===== src/rtl/sum_launcher_if.sv =====
// Operand-stream and result-stream handshake bundle for sum_launcher.
// The slave modport is the launcher side; master is the producer/consumer side.
interface sum_launcher_if;
   logic        in_valid;
   logic        in_ready;
   logic [31:0] in_a;
   logic [31:0] in_b;
   logic        in_last;
   logic        res_valid;
   logic        res_ready;
   logic [31:0] res_data;
   logic [2:0]  res_status;

   modport master (
      output in_valid, in_a, in_b, in_last, res_ready,
      input  in_ready, res_valid, res_data, res_status
   );

   modport slave (
      input  in_valid, in_a, in_b, in_last, res_ready,
      output in_ready, res_valid, res_data, res_status
   );
endinterface


===== src/rtl/sum_launcher.sv =====
// Host-side launcher for the array-sum kernel: fills operand memories a/b,
// pulses start, serves kernel memory accesses, then returns the kernel result.
module sum_launcher #(
   parameter int DEPTH   = 64,
   parameter int ADDR_W  = 6,
   parameter int TIMEOUT = 4096
) (
   input  logic        sys_clk,
   input  logic        sys_rst,
   sum_launcher_if.slave bus,
   output logic        k_start,
   output logic [31:0] k_n,
   input  logic        k_done,
   input  logic [31:0] k_return_val,
   input  logic [31:0] a_address0,
   input  logic        a_ce0,
   input  logic        a_we0,
   input  logic [31:0] a_ad0,
   output logic [31:0] a_q0,
   input  logic [31:0] b_address0,
   input  logic        b_ce0,
   input  logic        b_we0,
   input  logic [31:0] b_ad0,
   output logic [31:0] b_q0,
   output logic        busy
);

   localparam int TW = $clog2(TIMEOUT) + 1;

   typedef enum logic [1:0] {LOAD, LAUNCH, RUN, RESULT} state_t;

   state_t            state, next_state;
   logic [31:0]       a_mem [DEPTH];
   logic [31:0]       b_mem [DEPTH];
   logic [ADDR_W-1:0] wr_ptr;
   logic [ADDR_W:0]   count;
   logic [TW-1:0]     timer;
   logic              trunc_flag, addr_err_flag, timeout_flag;
   logic [31:0]       res_data_q;

   logic accept, mem_full, load_done, timer_expired, in_run;
   logic a_oob, b_oob, a_rd, a_wr, b_rd, b_wr;

   assign accept        = bus.in_valid && bus.in_ready;
   assign mem_full      = (wr_ptr == ADDR_W'(DEPTH - 1));
   assign load_done     = accept && (bus.in_last || mem_full);
   assign timer_expired = (timer == TW'(TIMEOUT - 1));
   assign in_run        = (state == RUN);

   // Any address bit above the memory index range marks an out-of-bounds access
   assign a_oob = |a_address0[31:ADDR_W];
   assign b_oob = |b_address0[31:ADDR_W];
   assign a_rd  = in_run && a_ce0 && !a_we0;
   assign a_wr  = in_run && a_ce0 && a_we0;
   assign b_rd  = in_run && b_ce0 && !b_we0;
   assign b_wr  = in_run && b_ce0 && b_we0;

   assign k_n            = 32'(count);
   assign bus.res_data   = res_data_q;
   assign bus.res_status = {trunc_flag, addr_err_flag, timeout_flag};

   always_ff @(posedge sys_clk) begin
      if (sys_rst) state <= LOAD;
      else         state <= next_state;
   end

   always_comb begin
      next_state    = state;
      bus.in_ready  = 1'b0;
      bus.res_valid = 1'b0;
      k_start       = 1'b0;
      busy          = 1'b0;
      case (state)
         LOAD: begin
            bus.in_ready = !sys_rst;
            if (load_done) next_state = LAUNCH;
         end
         LAUNCH: begin
            k_start    = 1'b1;
            busy       = 1'b1;
            next_state = RUN;
         end
         RUN: begin
            busy = 1'b1;
            if (k_done || timer_expired) next_state = RESULT;
         end
         RESULT: begin
            bus.res_valid = 1'b1;
            if (bus.res_ready) next_state = LOAD;
         end
         default: next_state = LOAD;
      endcase
   end

   // Memories are never cleared by reset; contents survive across jobs
   always_ff @(posedge sys_clk) begin
      if (!sys_rst) begin
         if (accept)            a_mem[wr_ptr] <= bus.in_a;
         else if (a_wr && !a_oob) a_mem[a_address0[ADDR_W-1:0]] <= a_ad0;
      end
   end

   always_ff @(posedge sys_clk) begin
      if (!sys_rst) begin
         if (accept)            b_mem[wr_ptr] <= bus.in_b;
         else if (b_wr && !b_oob) b_mem[b_address0[ADDR_W-1:0]] <= b_ad0;
      end
   end

   always_ff @(posedge sys_clk) begin
      if (sys_rst) begin
         a_q0 <= '0;
         b_q0 <= '0;
      end else begin
         if (a_rd) a_q0 <= a_oob ? 32'd0 : a_mem[a_address0[ADDR_W-1:0]];
         if (b_rd) b_q0 <= b_oob ? 32'd0 : b_mem[b_address0[ADDR_W-1:0]];
      end
   end

   // Job bookkeeping: fill pointer, element count, timeout timer, result and flags
   always_ff @(posedge sys_clk) begin
      if (sys_rst) begin
         wr_ptr        <= '0;
         count         <= '0;
         timer         <= '0;
         trunc_flag    <= 1'b0;
         addr_err_flag <= 1'b0;
         timeout_flag  <= 1'b0;
         res_data_q    <= '0;
      end else begin
         case (state)
            LOAD: begin
               if (accept) wr_ptr <= wr_ptr + ADDR_W'(1);
               if (load_done) begin
                  count      <= {1'b0, wr_ptr} + (ADDR_W+1)'(1);
                  trunc_flag <= !bus.in_last;
               end
            end
            LAUNCH: timer <= '0;
            RUN: begin
               timer <= timer + TW'(1);
               if ((a_ce0 && a_oob) || (b_ce0 && b_oob)) addr_err_flag <= 1'b1;
               if (k_done) begin
                  res_data_q <= k_return_val;
               end else if (timer_expired) begin
                  res_data_q   <= '0;
                  timeout_flag <= 1'b1;
               end
            end
            RESULT: begin
               if (bus.res_ready) begin
                  wr_ptr        <= '0;
                  count         <= '0;
                  trunc_flag    <= 1'b0;
                  addr_err_flag <= 1'b0;
                  timeout_flag  <= 1'b0;
                  res_data_q    <= '0;
               end
            end
            default: ;
         endcase
      end
   end

endmodule


===== src/flat_wrapper.sv =====
// flat-port wrapper written by rule: the top's interface ports become plain ports
module sum_launcher_flat 
#(
   parameter int DEPTH   = 64,
   parameter int ADDR_W  = 6,
   parameter int TIMEOUT = 4096
)
  (sys_clk, sys_rst, k_start, k_n, k_done, k_return_val, a_address0, a_ce0, a_we0, a_ad0, a_q0, b_address0, b_ce0, b_we0, b_ad0, b_q0, busy, bus_in_valid, bus_in_a, bus_in_b, bus_in_last, bus_res_ready, bus_in_ready, bus_res_valid, bus_res_data, bus_res_status);
  sum_launcher_if bus_i ();
  input  logic sys_clk;
  input  logic sys_rst;
  output logic k_start;
  output logic [31:0] k_n;
  input  logic k_done;
  input  logic [31:0] k_return_val;
  input  logic [31:0] a_address0;
  input  logic a_ce0;
  input  logic a_we0;
  input  logic [31:0] a_ad0;
  output logic [31:0] a_q0;
  input  logic [31:0] b_address0;
  input  logic b_ce0;
  input  logic b_we0;
  input  logic [31:0] b_ad0;
  output logic [31:0] b_q0;
  output logic busy;
  input wire logic [$bits(bus_i.in_valid)-1:0] bus_in_valid;
  input wire logic [$bits(bus_i.in_a)-1:0] bus_in_a;
  input wire logic [$bits(bus_i.in_b)-1:0] bus_in_b;
  input wire logic [$bits(bus_i.in_last)-1:0] bus_in_last;
  input wire logic [$bits(bus_i.res_ready)-1:0] bus_res_ready;
  output wire logic [$bits(bus_i.in_ready)-1:0] bus_in_ready;
  output wire logic [$bits(bus_i.res_valid)-1:0] bus_res_valid;
  output wire logic [$bits(bus_i.res_data)-1:0] bus_res_data;
  output wire logic [$bits(bus_i.res_status)-1:0] bus_res_status;
  assign bus_i.in_valid = bus_in_valid;
  assign bus_i.in_a = bus_in_a;
  assign bus_i.in_b = bus_in_b;
  assign bus_i.in_last = bus_in_last;
  assign bus_i.res_ready = bus_res_ready;
  assign bus_in_ready = bus_i.in_ready;
  assign bus_res_valid = bus_i.res_valid;
  assign bus_res_data = bus_i.res_data;
  assign bus_res_status = bus_i.res_status;
  sum_launcher #(.DEPTH(DEPTH), .ADDR_W(ADDR_W), .TIMEOUT(TIMEOUT)) u_core (.sys_clk(sys_clk), .sys_rst(sys_rst), .bus(bus_i), .k_start(k_start), .k_n(k_n), .k_done(k_done), .k_return_val(k_return_val), .a_address0(a_address0), .a_ce0(a_ce0), .a_we0(a_we0), .a_ad0(a_ad0), .a_q0(a_q0), .b_address0(b_address0), .b_ce0(b_ce0), .b_we0(b_we0), .b_ad0(b_ad0), .b_q0(b_q0), .busy(busy));
endmodule

===== config.mk =====
export PLATFORM = sky130hd
export DESIGN_NAME = sum_launcher_flat
export DESIGN_NICKNAME = d
export VERILOG_FILES = /design/src/rtl/sum_launcher_if.sv /design/src/rtl/sum_launcher.sv /design/src/flat_wrapper.sv
export SDC_FILE = /design/constraint.sdc
export NUM_CORES = 2
export LEC_CHECK = 0
export ABC_CLOCK_PERIOD_IN_PS = 5600
export CORE_ASPECT_RATIO = 1.4
export CORE_MARGIN = 3
export CORE_UTILIZATION = 40
export CTS_CLUSTER_DIAMETER = 40
export DETAILED_ROUTE_END_ITERATION = 6
export GPL_ROUTABILITY_DRIVEN = 1
export PLACE_DENSITY = 0.57
export SYNTH_ARGS = -nofsm -noshare
export SYNTH_HDL_FRONTEND = slang
export SYNTH_SLANG_ARGS = --single-unit

===== constraint.sdc =====
create_clock -name sys_clk -period 5.6 [get_ports sys_clk]
set_input_delay 0.84 -clock sys_clk [delete_from_list [all_inputs] [get_ports sys_clk]]
set_output_delay 0.84 -clock sys_clk [all_outputs]
set_load 0.01 [all_outputs]

==> summary.md <==
| Metric | Value |
|---|---|
| Outcome | `complete, no violations` |
| Number of DRC markers in iteration 0 | `8457` |
| Yosys cell types | `67` |
| First-pass GRT wire length | `638 mm` |
| Core area | `405000 µm²` |
| Post-Route WL | `448 mm` |
| Routability cong. | `0.899` |
| Main combinational cell family by area after synthesis | `multiplexers` |
| Min cycle time layout | `4.13 ns` |
| Final ANT Viol Nets | `0` |
| Worst Setup End Kind | `flip-flop` |
| Post-synthesis sequential area ratio | `0.770` |
| Post-synthesis async set-or-reset flop share | `0` |
| Total Power | `69.4 mW` |
| Die ar. | `416000 µm²` |
| Headroom to the max-slew limit | `0.112` |
| Slew Limit Fails | `0` |
| Post-synth EDFFs | `4096` |
| Worst Hold Class | `in2reg` |
| Top Ports | `369` |
| Post-Synthesis Cell Area | `163000 µm²` |
| RSZ-0062 raised after global routing | `no` |
| Leak Pwr | `60.9 nW` |
| Pin count of the biggest net entering global routing | `130` |
| Remaining DRCs | `0` |
| Layout cells sized above 1 | `0.252` |
| Post-layout instance area | `192000 µm²` |
| Adder-Cell Fraction of Synth Area | `0.000460` |
| GRT Total Usage | `0.211` |
| Synth Instances | `8012` |
| Simple logic cell fraction of the synthesized area | `0.0190` |
| Clock sink count | `4223` |
| Num CTS Buffers | `465` |
| Compound-gate portion of the synthesized area | `0.0450` |
| Actual slew at the worst max-slew pin | `1.33 ns` |
| Die width | `546 µm` |
| CTS root buf | `clkbuf_16` |
| GR Overflow Total | `0` |
| Final setup TNS | `0 ns` |
| Final period utilization | `0.738` |
| Fmax | `242 MHz` |
| P&R area growth vs syn | `17.7%` |
| Setup bufs post-CTS | `0` |
| Multiplexer share of the synthesized area | `0.148` |
| Setup violators final | `0` |
| PortBufs | `343` |
| Main synth FF type | `edfxtp_1` |
| Startpoint types | `flip-flop` |
| H-Tree Depth | `5` |
| Required time worst endpoint | `6.28 ns` |
| Synth Register Bits | `4223` |
| CP max FO | `19` |
| Maxcap violations | `0` |
| Worst setup path class | `reg2reg` |
| Vias in the first global route | `85700` |
| Final clock skew | `0.0543 ns` |
| Syn_area_per_cell | `20.4 µm²` |
| HPWL after DPL | `277 mm` |
| Yosys warning count | `0` |
| Clock transition at path regs | `0.06 ns` |
| Hold Vio Cnt, Final | `0` |
| Arrival time worst endpoint | `4.81 ns` |
| Initial antenna violation count | `19` |
| Pre-antenna DRT Iters | `6` |
| Hold-fix buffer count after cts | `0` |
| Row cnt | `276` |
| Vert. Die Dim | `762 µm` |
| Max Root-Sink Buffers | `4` |
| R2R setup slack | `1.47 ns` |
| # resized after CTS | `0` |
| Max VDD drop | `0.280 mV` |
| Clk_lat worst skew | `0.99 ns` |
| Average wire per standard cell | `30.7 µm` |
| Total number of vias | `83600` |
| PD cells | `362 nW/µm²` |
| CTS tree | `yes` |
| Layout net count | `8975` |
| Detailed-route vias per instance | `5.74` |
| Placed cell areas | `176000 µm²` |
| Starting density of the core | `0.403` |
| XOR/XNOR share of the synthesized area | `0.000698` |
## worst max-delay path, cell delays in order (launching register included)
cell     delay, ns
dfxtp_1       0.79
nor2b_1       0.34
nand2_1       0.11
nor2_1        0.96
o21ai_2       0.62
nor2_4        0.71
buf_12        0.25
## cells by family (layout without fill, tap and decap cells)
logic type	Yosys count	after routing
compound gates	1029	1029
flops	4223	4223
buf+inv	531	1633
xor+xnor	13	13
fa+ha+maj	6	6
mux	1537	1537
other cells	1	35
simple gates	672	672
## path summary, 6_finish.rpt
check                                            start                                    to  cells after the start
setup reg to reg         u_core.wr_ptr[0]$_SDFFE_PP0P_        u_core.a_mem[61][10]$_DFFE_PP_                      6
setup / recovery         u_core.wr_ptr[0]$_SDFFE_PP0P_        u_core.a_mem[61][10]$_DFFE_PP_                      6
hold / removal                                 sys_rst          u_core.count[1]$_SDFFE_PP0P_                      2
hold reg to reg   u_core.bus.res_data[17]$_SDFFE_PP0P_  u_core.bus.res_data[17]$_SDFFE_PP0P_                      2
## metrics by stage
stage          hold slack (ns)  cells  utilization  setup slack, ns
2_1_floorplan            0.446   8036            -            0.548
3_3_place_gp             0.458  13700        0.435            0.798
3_5_place_dp             0.464  13700        0.435            0.673
4_1_cts                  0.154  14600        0.474             1.60
5_1_grt                  0.195  14600        0.474             1.53
6_report                 0.242  14600        0.474             1.47
## state kept, by name (all words and copies together), names as in the netlist
signal / cells
u_core.a_mem: 2048
u_core.b_mem: 2048
u_core.a_q0: 32
u_core.b_q0: 32
u_core.bus.res_data: 32
u_core.timer: 13
u_core.count: 7
u_core.wr_ptr: 6
u_core.state: 2
u_core.addr_err_flag: 1
u_core.timeout_flag: 1
u_core.trunc_flag: 1
## synth_stat cells (17+ instances only)
cell / n / share of area
a32o_1: 45 / 0.0028
a221o_1: 19 / 0.0012
a211oi_1: 103 / 0.0047
o22ai_1: 151 / 0.0058
clkbuf_1: 211 / 0.0049
nand2_1: 254 / 0.0058
nand4_1: 42 / 0.0016
a31oi_1: 23 / 0.00088
a2111oi_0: 21 / 0.0011
dfxtp_1: 127 / 0.016
mux4_2: 682 / 0.094
a221oi_1: 95 / 0.0051
nand3_1: 17 / 0.00052
a22oi_1: 123 / 0.0057
a21oi_1: 172 / 0.0053
edfxtp_1: 4096 / 0.75
buf_1: 44 / 0.0010
a211o_1: 19 / 0.0010
mux2i_1: 625 / 0.038
nor3_1: 36 / 0.0011
o41ai_1: 19 / 0.0010
buf_6: 30 / 0.0021
nor2_1: 183 / 0.0042
buf_2: 135 / 0.0041
nor4_1: 17 / 0.00065
mux2_2: 229 / 0.016
o221ai_1: 93 / 0.0050
o21ai_0: 89 / 0.0027
o31ai_1: 22 / 0.0010
nor2b_1: 53 / 0.0020
buf_4: 97 / 0.0045
## where the power goes
group	switching (mW)	internal (mW)	total [mW]
sequential	0.0407	34.7	34.8
clock	12.8	18.3	31.1
combinational	2.28	1.24	3.52
total	15.1	54.3	69.4
## placed cells by master (no fill, tap or decap), types with 21 or more instances in the layout
cell type / synthesis / final
edfxtp_1: 4096 / 4096
mux4_2: 682 / 682
mux2i_1: 625 / 616
clkbuf_16: 0 / 468
clkdlybuf4s50_1: 0 / 334
buf_4: 97 / 333
mux2_2: 229 / 229
nand2_1: 254 / 222
a21oi_1: 172 / 159
o22ai_1: 151 / 151
dfxtp_1: 127 / 127
a22oi_1: 123 / 123
nor2_4: 0 / 106
a211oi_1: 103 / 103
a221oi_1: 95 / 95
o221ai_1: 93 / 93
o21ai_0: 89 / 88
buf_12: 0 / 76
nor2_1: 183 / 74
clkinv_2: 0 / 60
clkbuf_1: 211 / 58
clkinv_1: 1 / 55
bufinv_16: 0 / 53
nor2b_1: 53 / 47
clkinvlp_4: 0 / 46
a32o_1: 45 / 45
inv_6: 0 / 44
nand4_1: 42 / 42
nand2_2: 0 / 32
clkinv_4: 0 / 28
nor3_1: 36 / 26
clkbuf_8: 0 / 26
conb_1: 1 / 25
a31oi_1: 23 / 22
o31ai_1: 22 / 22
a2111oi_0: 21 / 21
## per-layer routing
layer	up-vias	global-route usage	part of all wire
li1	35000	-	-
met1	44700	0.266	0.38
met2	3174	0.372	0.52
met3	704	0.0350	0.064
met4	2	0.0632	0.032
met5	-	0	0.000025
## final cells by class
class,count,area [µm²]
Clock buffer,552,12300
Inverter,14,53.8
Fill cell,33400,213000
Multi-Input combinational cell,3282,36300
Sequential cell,4223,126000
Tap cell,5421,6780
Clock inverter,318,3610
Timing Repair Buffer,749,7440
Antenna cell,10,25.0
Note: power is estimated with default switching activity, not from simulation.
